## src/rtl/crc_share_sched_if.sv

```systemverilog
// Bus bundle for crc_share_sched: requester handshake, CRC engine drive and frame result.
// The scheduler takes the slave view; the requesters/engine side takes the master view.
interface crc_share_sched_if #(
  parameter int NUM_REQ = 4,
  parameter int IDW     = 2
);
  logic [NUM_REQ-1:0]    iReq;
  logic [32*NUM_REQ-1:0] iData;
  logic [NUM_REQ-1:0]    iLast;
  logic [NUM_REQ-1:0]    oAck;
  logic [31:0]           oCrcData;
  logic                  oCrcEn;
  logic                  oCrcRst_n;
  logic [15:0]           iCrc;
  logic                  oDone;
  logic [IDW-1:0]        oDoneId;
  logic [15:0]           oCrcVal;
  logic                  oErr;

  modport slave (
    input  iReq, iData, iLast, iCrc,
    output oAck, oCrcData, oCrcEn, oCrcRst_n, oDone, oDoneId, oCrcVal, oErr
  );

  modport master (
    output iReq, iData, iLast, iCrc,
    input  oAck, oCrcData, oCrcEn, oCrcRst_n, oDone, oDoneId, oCrcVal, oErr
  );
endinterface

```

## src/rtl/crc_share_sched.sv

```systemverilog
// Round-robin time-sharing of one 16-bit CRC engine between NUM_REQ frame requesters.
// Each frame: clear the engine, stream the granted requester's words, report the tagged CRC.
module crc_share_sched #(
  parameter int NUM_REQ   = 4,
  parameter int MAX_WORDS = 384
) (
  input  logic                 iClk,
  input  logic                 iRst_n,
  crc_share_sched_if.slave     bus
);
  localparam int              IDW     = (NUM_REQ > 2) ? $clog2(NUM_REQ) : 1;
  localparam logic [15:0]     MAXW    = 16'(MAX_WORDS);
  localparam logic [IDW-1:0]  PTR_RST = IDW'(NUM_REQ - 1);

  typedef enum logic [1:0] {IDLE, CLEAR, STREAM, WAIT} state_t;

  state_t             state_q, state_d;
  logic [IDW-1:0]     gnt_q, gnt_d;
  logic [IDW-1:0]     ptr_q, ptr_d;
  logic [IDW-1:0]     done_id_q, done_id_d;
  logic [15:0]        cnt_q, cnt_d;
  logic [15:0]        crc_val_q, crc_val_d;
  logic               done_q, done_d;
  logic               err_q, err_d;
  logic [IDW-1:0]     pick;
  logic               found;
  logic [NUM_REQ-1:0] ack;
  logic               crc_en;
  logic [31:0]        words [NUM_REQ];

  always_comb begin
    for (int k = 0; k < NUM_REQ; k++) words[k] = bus.iData[32*k +: 32];
  end

  // Search starts just after the last serviced requester, so it has lowest priority next.
  always_comb begin
    int cand;
    cand  = 0;
    pick  = '0;
    found = 1'b0;
    for (int i = 1; i <= NUM_REQ; i++) begin
      cand = (int'(ptr_q) + i) % NUM_REQ;
      if (!found && bus.iReq[IDW'(cand)]) begin
        found = 1'b1;
        pick  = IDW'(cand);
      end
    end
  end

  always_comb begin
    state_d   = state_q;
    gnt_d     = gnt_q;
    ptr_d     = ptr_q;
    cnt_d     = cnt_q;
    done_id_d = done_id_q;
    crc_val_d = crc_val_q;
    done_d    = 1'b0;
    err_d     = 1'b0;
    ack       = '0;
    crc_en    = 1'b0;
    case (state_q)
      IDLE: begin
        if (found) begin
          gnt_d   = pick;
          cnt_d   = '0;
          state_d = CLEAR;
        end
      end
      CLEAR: state_d = STREAM;
      STREAM: begin
        if (bus.iReq[gnt_q]) begin
          ack[gnt_q] = 1'b1;
          crc_en     = 1'b1;
          cnt_d      = cnt_q + 16'd1;
          if (bus.iLast[gnt_q]) begin
            state_d = WAIT;
          end else if (cnt_q + 16'd1 == MAXW) begin
            // Over-length frame: report and drop; leftover words start a fresh frame later.
            err_d     = 1'b1;
            done_id_d = gnt_q;
            ptr_d     = gnt_q;
            state_d   = IDLE;
          end
        end
      end
      WAIT: begin
        // Engine output settled on the edge that took the last word.
        crc_val_d = bus.iCrc;
        done_id_d = gnt_q;
        done_d    = 1'b1;
        ptr_d     = gnt_q;
        state_d   = IDLE;
      end
      default: state_d = IDLE;
    endcase
  end

  always_ff @(posedge iClk) begin
    if (!iRst_n) begin
      state_q   <= IDLE;
      gnt_q     <= '0;
      ptr_q     <= PTR_RST;
      cnt_q     <= '0;
      done_id_q <= '0;
      crc_val_q <= '0;
      done_q    <= 1'b0;
      err_q     <= 1'b0;
    end else begin
      state_q   <= state_d;
      gnt_q     <= gnt_d;
      ptr_q     <= ptr_d;
      cnt_q     <= cnt_d;
      done_id_q <= done_id_d;
      crc_val_q <= crc_val_d;
      done_q    <= done_d;
      err_q     <= err_d;
    end
  end

  // Handshake outputs are forced quiet while reset is asserted, whatever the state.
  assign bus.oAck      = ack & {NUM_REQ{iRst_n}};
  assign bus.oCrcEn    = crc_en & iRst_n;
  assign bus.oCrcRst_n = iRst_n & (state_q != CLEAR);
  assign bus.oCrcData  = words[gnt_q];
  assign bus.oDone     = done_q;
  assign bus.oErr      = err_q;
  assign bus.oDoneId   = done_id_q;
  assign bus.oCrcVal   = crc_val_q;
endmodule

```

## src/flat_wrapper.sv

```systemverilog
// flat-port wrapper written by rule: the top's interface ports become plain ports
module crc_share_sched_flat 
#(
  parameter int NUM_REQ   = 4,
  parameter int MAX_WORDS = 384
)
  (iClk, iRst_n, bus_iReq, bus_iData, bus_iLast, bus_iCrc, bus_oAck, bus_oCrcData, bus_oCrcEn, bus_oCrcRst_n, bus_oDone, bus_oDoneId, bus_oCrcVal, bus_oErr);
  crc_share_sched_if #(.NUM_REQ(NUM_REQ), .IDW((2))) bus_i ();
  input  logic iClk;
  input  logic iRst_n;
  input wire logic [$bits(bus_i.iReq)-1:0] bus_iReq;
  input wire logic [$bits(bus_i.iData)-1:0] bus_iData;
  input wire logic [$bits(bus_i.iLast)-1:0] bus_iLast;
  input wire logic [$bits(bus_i.iCrc)-1:0] bus_iCrc;
  output wire logic [$bits(bus_i.oAck)-1:0] bus_oAck;
  output wire logic [$bits(bus_i.oCrcData)-1:0] bus_oCrcData;
  output wire logic [$bits(bus_i.oCrcEn)-1:0] bus_oCrcEn;
  output wire logic [$bits(bus_i.oCrcRst_n)-1:0] bus_oCrcRst_n;
  output wire logic [$bits(bus_i.oDone)-1:0] bus_oDone;
  output wire logic [$bits(bus_i.oDoneId)-1:0] bus_oDoneId;
  output wire logic [$bits(bus_i.oCrcVal)-1:0] bus_oCrcVal;
  output wire logic [$bits(bus_i.oErr)-1:0] bus_oErr;
  assign bus_i.iReq = bus_iReq;
  assign bus_i.iData = bus_iData;
  assign bus_i.iLast = bus_iLast;
  assign bus_i.iCrc = bus_iCrc;
  assign bus_oAck = bus_i.oAck;
  assign bus_oCrcData = bus_i.oCrcData;
  assign bus_oCrcEn = bus_i.oCrcEn;
  assign bus_oCrcRst_n = bus_i.oCrcRst_n;
  assign bus_oDone = bus_i.oDone;
  assign bus_oDoneId = bus_i.oDoneId;
  assign bus_oCrcVal = bus_i.oCrcVal;
  assign bus_oErr = bus_i.oErr;
  crc_share_sched #(.NUM_REQ(NUM_REQ), .MAX_WORDS(MAX_WORDS)) u_core (.iClk(iClk), .iRst_n(iRst_n), .bus(bus_i));
endmodule
```

## config.mk

```make
export PLATFORM = sky130hd
export DESIGN_NAME = crc_share_sched_flat
export DESIGN_NICKNAME = d
export VERILOG_FILES = /design/src/rtl/crc_share_sched_if.sv /design/src/rtl/crc_share_sched.sv /design/src/flat_wrapper.sv
export SDC_FILE = /design/constraint.sdc
export NUM_CORES = 1
export LEC_CHECK = 0
export ABC_AREA = 1
export CORE_MARGIN = 1
export CORE_UTILIZATION = 37
export DETAILED_ROUTE_END_ITERATION = 6
export PLACE_DENSITY_LB_ADDON = 0.08
export SLEW_MARGIN = 20
export SYNTH_ARGS = -nofsm -noshare
export SYNTH_HDL_FRONTEND = slang
export SYNTH_SLANG_ARGS = --single-unit
```

## constraint.sdc

```tcl
create_clock -name iClk -period 2.5 [get_ports iClk]
set_input_delay 0.5 -clock iClk [delete_from_list [all_inputs] [get_ports iClk]]
set_output_delay 0.5 -clock iClk [all_outputs]
set_load 0.02 [all_outputs]
```

## After elaboration in Yosys (flattened, before gate mapping)

Index checks and enable logic that the tools add are counted.

| operators by class | value |
|---|---|
| add/sub/neg operators | 5 |
| multipliers | 0 |
| divide/modulo/power cells | 0 |
| magnitude comparators | 7 |
| eq/ne operators | 10 |
| shift operators | 0 |
| mux-type cells | 47 |
| bitwise logic cells | 7 |
| reductions and logical operators | 15 |

Operators by type and width:

| operator | count |
|---|---|
| $bmux 32 s2 | 1 |
| $mux 32 | 2 |
| $mux 16 | 2 |
| $pmux 16 s2 | 1 |
| $mux 2 | 11 |
| $mux 1 | 19 |
| $add 16x1->16 const B | 1 |
| $eq 16x9->1 const B | 1 |
| $lt 2x4->1 const B | 4 |
| $bmux 1 s2 | 6 |
| $mux 4 | 2 |
| $ne 2x1->1 const B | 4 |
| $pmux 2 s4 | 1 |
| $reduce_and 3->1 | 2 |
| $add 2x1->2 const B | 2 |
| $add 2x2->2 const B | 2 |
| $and 4x4->4 | 1 |
| $eq 2x2->1 const B | 2 |
| $logic_and 1x1->1 | 4 |
| $pmux 2 s2 | 1 |
| $reduce_and 4->1 | 1 |
| $reduce_bool 2->1 | 2 |
| $reduce_or 4->1 | 1 |
| $ge 3x3->1 const B | 1 |
| 12 further kinds | 17 |

| word-level totals | value |
|---|---|
| register bits after elaboration | 42 |
| latch bits | 0 |
| RAM bits | 0 |
| memory bits (read-only) | 0 |
| bits of input ports | 154 |
| output and inout port bits | 58 |
| memories | 0 |

## Longest topological paths before layout

| logic depth | value |
|---|---|
| depth after elaboration | 16 |
| gate-level depth with buffers | 16 |
| mapped depth without buffers | 15 |

## Worst setup path after synthesis

Ideal clock, no wire load.

| path | value |
|---|---|
| kind | reg2out |
| start point | reg u_core.gnt_q[1] |
| end point | out bus_oAck[0] |
| arrival | 1825 ps |
| required time | 2000 ps |
| setup slack | 175 ps |
| cell stages (with the launch flop) | 9 |
| path buffers | 1 |
| path through | dfxtp_1 buf_6 nor2_4 inv_1 o221ai_1 nand2_2 nor2_1 inv_1 nor2_1 |

| on the way | value |
|---|---|
| word-level cells in the longest chain between the ends | 7 |

Ends and longest elaborated chain:

| what | RTL line | RTL |
|---|---|---|
| from (decl) | crc_share_sched.sv:18 | `logic [IDW-1:0] gnt_q, gnt_d;` |
| from (signal assigned) | crc_share_sched.sv:110 | `gnt_q <= gnt_d;` |
| $lt 2x3->1 (not written as such) or $ge 2x1->1 (tied branches) | crc_share_sched.sv:72 | `ack[gnt_q] = 1'b1;` |
| $logic_and 1x1->1 (not written as such) | crc_share_sched.sv:72 |  |
| $mux 1 (not written as such) | crc_share_sched.sv:72 |  |
| $demux 1 s2 | -- |  |
| $mux 4 (*) | crc_share_sched.sv:71 | `if (bus.iReq[gnt_q]) begin` |
| $mux 4 (*) | crc_share_sched.sv:61 | `case (state_q)` |
| $and 4x4->4 (*) | crc_share_sched.sv:121 | `assign bus.oAck = ack & {NUM_REQ{iRst_n}};` |
| to (decl) | flat_wrapper.sv:15 | `output wire logic [$bits(bus_i.oAck)-1:0] bus_oAck;` |

Mark *: on every way between the ends. The rest lies on a longest branch, timed or not. The select of a mux whose other input is x is not followed.

## Worst setup path in the final report

| path | value |
|---|---|
| start point | reg u_core.gnt_q[1] |
| end point | out bus_oCrcData[17] |

| on the way | value |
|---|---|
| word-level cells in the longest chain between the ends | 4 |

Ends and longest elaborated chain:

| what | RTL line | RTL |
|---|---|---|
| $not 2->3 (not written as such) | crc_share_sched.sv:124 | `assign bus.oCrcData = words[gnt_q];` |
| $bmux 32 s2 | crc_share_sched.sv:124 |  |
| $mux 32 (not written as such) (2 in a row) | crc_share_sched.sv:124 |  |
| to (decl) | flat_wrapper.sv:16 | `output wire logic [$bits(bus_i.oCrcData)-1:0] bus_oCrcData;` |

Every way passes these cells. The select of a mux whose other input is x is not followed.

==> impl_metrics.csv <==
group,metric,value,unit
sta,clock_skew,0.00779,ns
routing,avgRoutedWirePerCell,15.1,um
power_and_ir_drop,p_total,0.00475,W
placement,dpl.hpwl,9570,um
synth,yosysMostFrequentCell,"nand2_1",
worst_setup_path,crit_path_start,"u_core.gnt_q[1]$_SDFFE_PN0P_",
synth,syn_area,3220,um^2
worst_setup_path,critPathKind,"reg2out",
worst_setup_path,cp_data_arrival_time,1.94,ns
routing,drtIter0Drc,166,
synth,synth_top_area_cell,"dfxtp_1",
global_route,grt_usage,0.255,
clock_tree,htree_levels,2,
power_and_ir_drop,p_clk_frac,0.100,
worst_setup_path,cp_max_fo,9,
run,cap_violations,0,
synth,synth-main-ff-cell,"dfxtp_1",
power_and_ir_drop,powerDensity,856,nW/um^2
sta,whs,0.474,ns
power_and_ir_drop,vdd_drop_max,0.000410,V
finish,layout-drive-gt1-share,0.102,
synth,synth_area_per_cell,6.21,um^2
synth,netlist_top_cells_count,"94 x nand2_1, 87 x nand3_1, 77 x nor2_1",
synth,synth.area.top_cells,"dfxtp_1 26%, nand3_1 14%, nand2_1 11%, nor2_1 9.0%, a22oi_1 7.7%",
finish,stdcell_area,5550,um^2
power_and_ir_drop,sequentialPowerShare,0.217,
routing,route.detailed.drc,0,
synth,synth-seq-cells,42,
hold_path,min_from,"u_core.bus.oDoneId[0]$_SDFFE_PN0P_",
clock_tree,cts.sinks,42,
die,die-area,9090,um^2
clock_tree,clock_latency,0.31,ns
sta,max_freq,0.410,GHz
sta,period_minus_slack,2.44,ns
die,core_area,8340,um^2
global_route,antenna_found_initial,0,
power_and_ir_drop,p_comb_frac,0.684,
sta,finalHoldViolations,0,
synth,synth-seq-area-share,0.261,
synth,synth_top_area_share,0.261,
sta,finalSetupViolCount,0,
clock_tree,numCtsBuffers,5,
placement,dpl.cell_count,822,
power_and_ir_drop,leakage,2.34,nW
die,rows,33,
die,io-pin-count,212,
worst_setup_path,rr_startpoint,"u_core.cnt_q[0]$_SDFFE_PN0P_",
clock_tree,post_cts_buffers,0,
power_and_ir_drop,switching_share,0.503,
sta,tns,0,ns
synth,synth-edff-count,0,
routing,vias,4280,
synth,synthArstFlopShare,0,
synth,ys.warnings.count,0,
sta,period_share,0.976,
finish,synthToLayoutAreaGrowth,72.2,%
placement,placed_cell_area,5420,um^2
hold_path,min_path_cells,2,
power_and_ir_drop,p_int,0.00236,W
die,die_y,95.3,um
die,die_width,95.3,um
sta,slew_headroom,0.654,
clock_tree,tritoncts,"built",
clock_tree,root_buffer,"clkbuf_8",
global_route,grt_pass1_vias,3804,
finish,antennaDiodeCount,0,
clock_tree,cts.path.max_buffers,2,
synth,syn_inst,519,
synth,ys_types,31,
synth,synth_nets,675,
routing,firstDrtPassIters,5,
finish,instances_no_fill,830,
global_route,grt_overflow_total,0,
routing,wl,12500,um
routing,postRouteAntennaNets,0,
run_status,outcome,"finished clean",
worst_setup_path,crit_path_start_kind,"register",
clock_tree,cts.reportedPaths.clkPinSlew,0.08,ns
power_and_ir_drop,p_switching,0.00239,W
die,start_util,0.386,
worst_setup_path,r2r_end,"u_core.ptr_q[1]$_SDFFE_PN1P_",
hold_path,holdPathEnd,"u_core.bus.oDoneId[0]$_SDFFE_PN0P_",
worst_setup_path,cp_data_required_time,2.00,ns
placement,gp_congestion,0.869,
routing,viasPerCell,5.16,
worst_setup_path,end_kind,"output pin",
hold_path,min_path_type,"reg2reg",
global_route,grt_max_degree,38,
sta,worst_slew_pin_slew,0.518,ns
worst_setup_path,worstRegToRegCells,14,
placement,port_buffers,211,
finish,fin_nets,880,
global_route,grt_pass1_wl,18400,um
sta,maxSlewViolCount,0,
worst_setup_path,r2r_slack,0.30,ns
repair_timing:
action	4_1_cts	5_1_grt
hold buffers	0	0
setup endpoints to repair	37	22
resized for setup	35	28
gates cloned	0	0
metrics by stage:
step           utilization  setup WS [ns]
3_3_place_gp         0.650         -0.272
5_1_grt              0.665        -0.0226
2_1_floorplan            -          0.175
6_report             0.665         0.0605
4_1_cts              0.662         0.0127
3_5_place_dp         0.650         -0.415
cell usage in the layout (no fill, tap or decap), types with 4 or more instances in the layout:
master,netlist,layout
a22oi_1,33,33
nor2_1,77,76
nand3_1,87,87
clkbuf_8,0,5
clkdlybuf4s50_1,0,174
a21oi_2,7,7
o21ai_1,10,10
o21ai_0,31,31
nand4_1,8,8
o21ai_2,4,4
dlygate4sd2_1,0,15
nand2_2,11,11
dlymetal6s2s_1,0,17
nand2_1,94,94
nor2_2,9,10
inv_1,40,40
nor3_1,4,4
buf_4,2,14
a21oi_1,15,15
dfxtp_1,42,40
cell type report:
class | count | area [um^2]
timing repair buffer | 226 | 2240
sequential | 42 | 843
clock buffer | 5 | 68.8
clock inverter | 3 | 25.0
fill | 743 | 2790
inverter | 45 | 184
tap | 105 | 131
multi-input combinational | 404 | 2060
routing by layer:
layer | track usage | vias up | routed length, um
met5 | 0 | - | 0
met4 | 0.0341 | 0 | 110
met3 | 0.0710 | 13 | 1100
met2 | 0.426 | 171 | 5980
met1 | 0.334 | 1932 | 5310
li1 | - | 2164 | -
logic make-up after synthesis:
| logic type | share of synthesized area |
|---|---|
| compound gates | 0.199 |
| xor+xnor | 0.00815 |
| fa+ha+maj | 0.00776 |
| buf+inv | 0.104 |
| flops | 0.261 |
| simple gates | 0.420 |
sequential cells by signal (all words and copies together), names as in the netlist:
| register | flops |
|---|---|
| u_core.gnt_q | 2 |
| u_core.bus.oDone | 1 |
| u_core.bus.oCrcVal | 16 |
| u_core.cnt_q | 16 |
| u_core.ptr_q | 2 |
| u_core.bus.oErr | 1 |
| u_core.bus.oDoneId | 2 |
| u_core.state_q | 2 |
how the worst max path moves through the flow:
stage                                   to  slack, ns  cells after the start
after global placement         bus_oAck[2]      -0.27                      8
after CTS                      bus_oAck[0]       0.01                     10
after floorplan                bus_oAck[0]       0.17                      8
final                     bus_oCrcData[17]       0.06                      6
after global routing           bus_oAck[1]      -0.02                     10
after detailed placement       bus_oAck[1]      -0.42                      8
power by group through the flow:
stage / combinational, W / sequential [W] / clock (W)
after floorplan: 0.00209 / 0.00104 / 0
after global placement: 0.00327 / 0.00103 / 0
after detailed placement: 0.00331 / 0.00104 / 0
after CTS: 0.00326 / 0.00102 / 0.000479
after global routing: 0.00354 / 0.00105 / 0.000507
final: 0.00325 / 0.00103 / 0.000474
critical path: stages (launching register included):
cell	delay [ns]
dfxtp_2	0.39
inv_1	0.09
nor2_2	0.20
buf_4	0.21
nand2_1	0.06
nand3_1	0.07
clkdlybuf4s50_1	0.60
(Power assumes the default switching activity.)
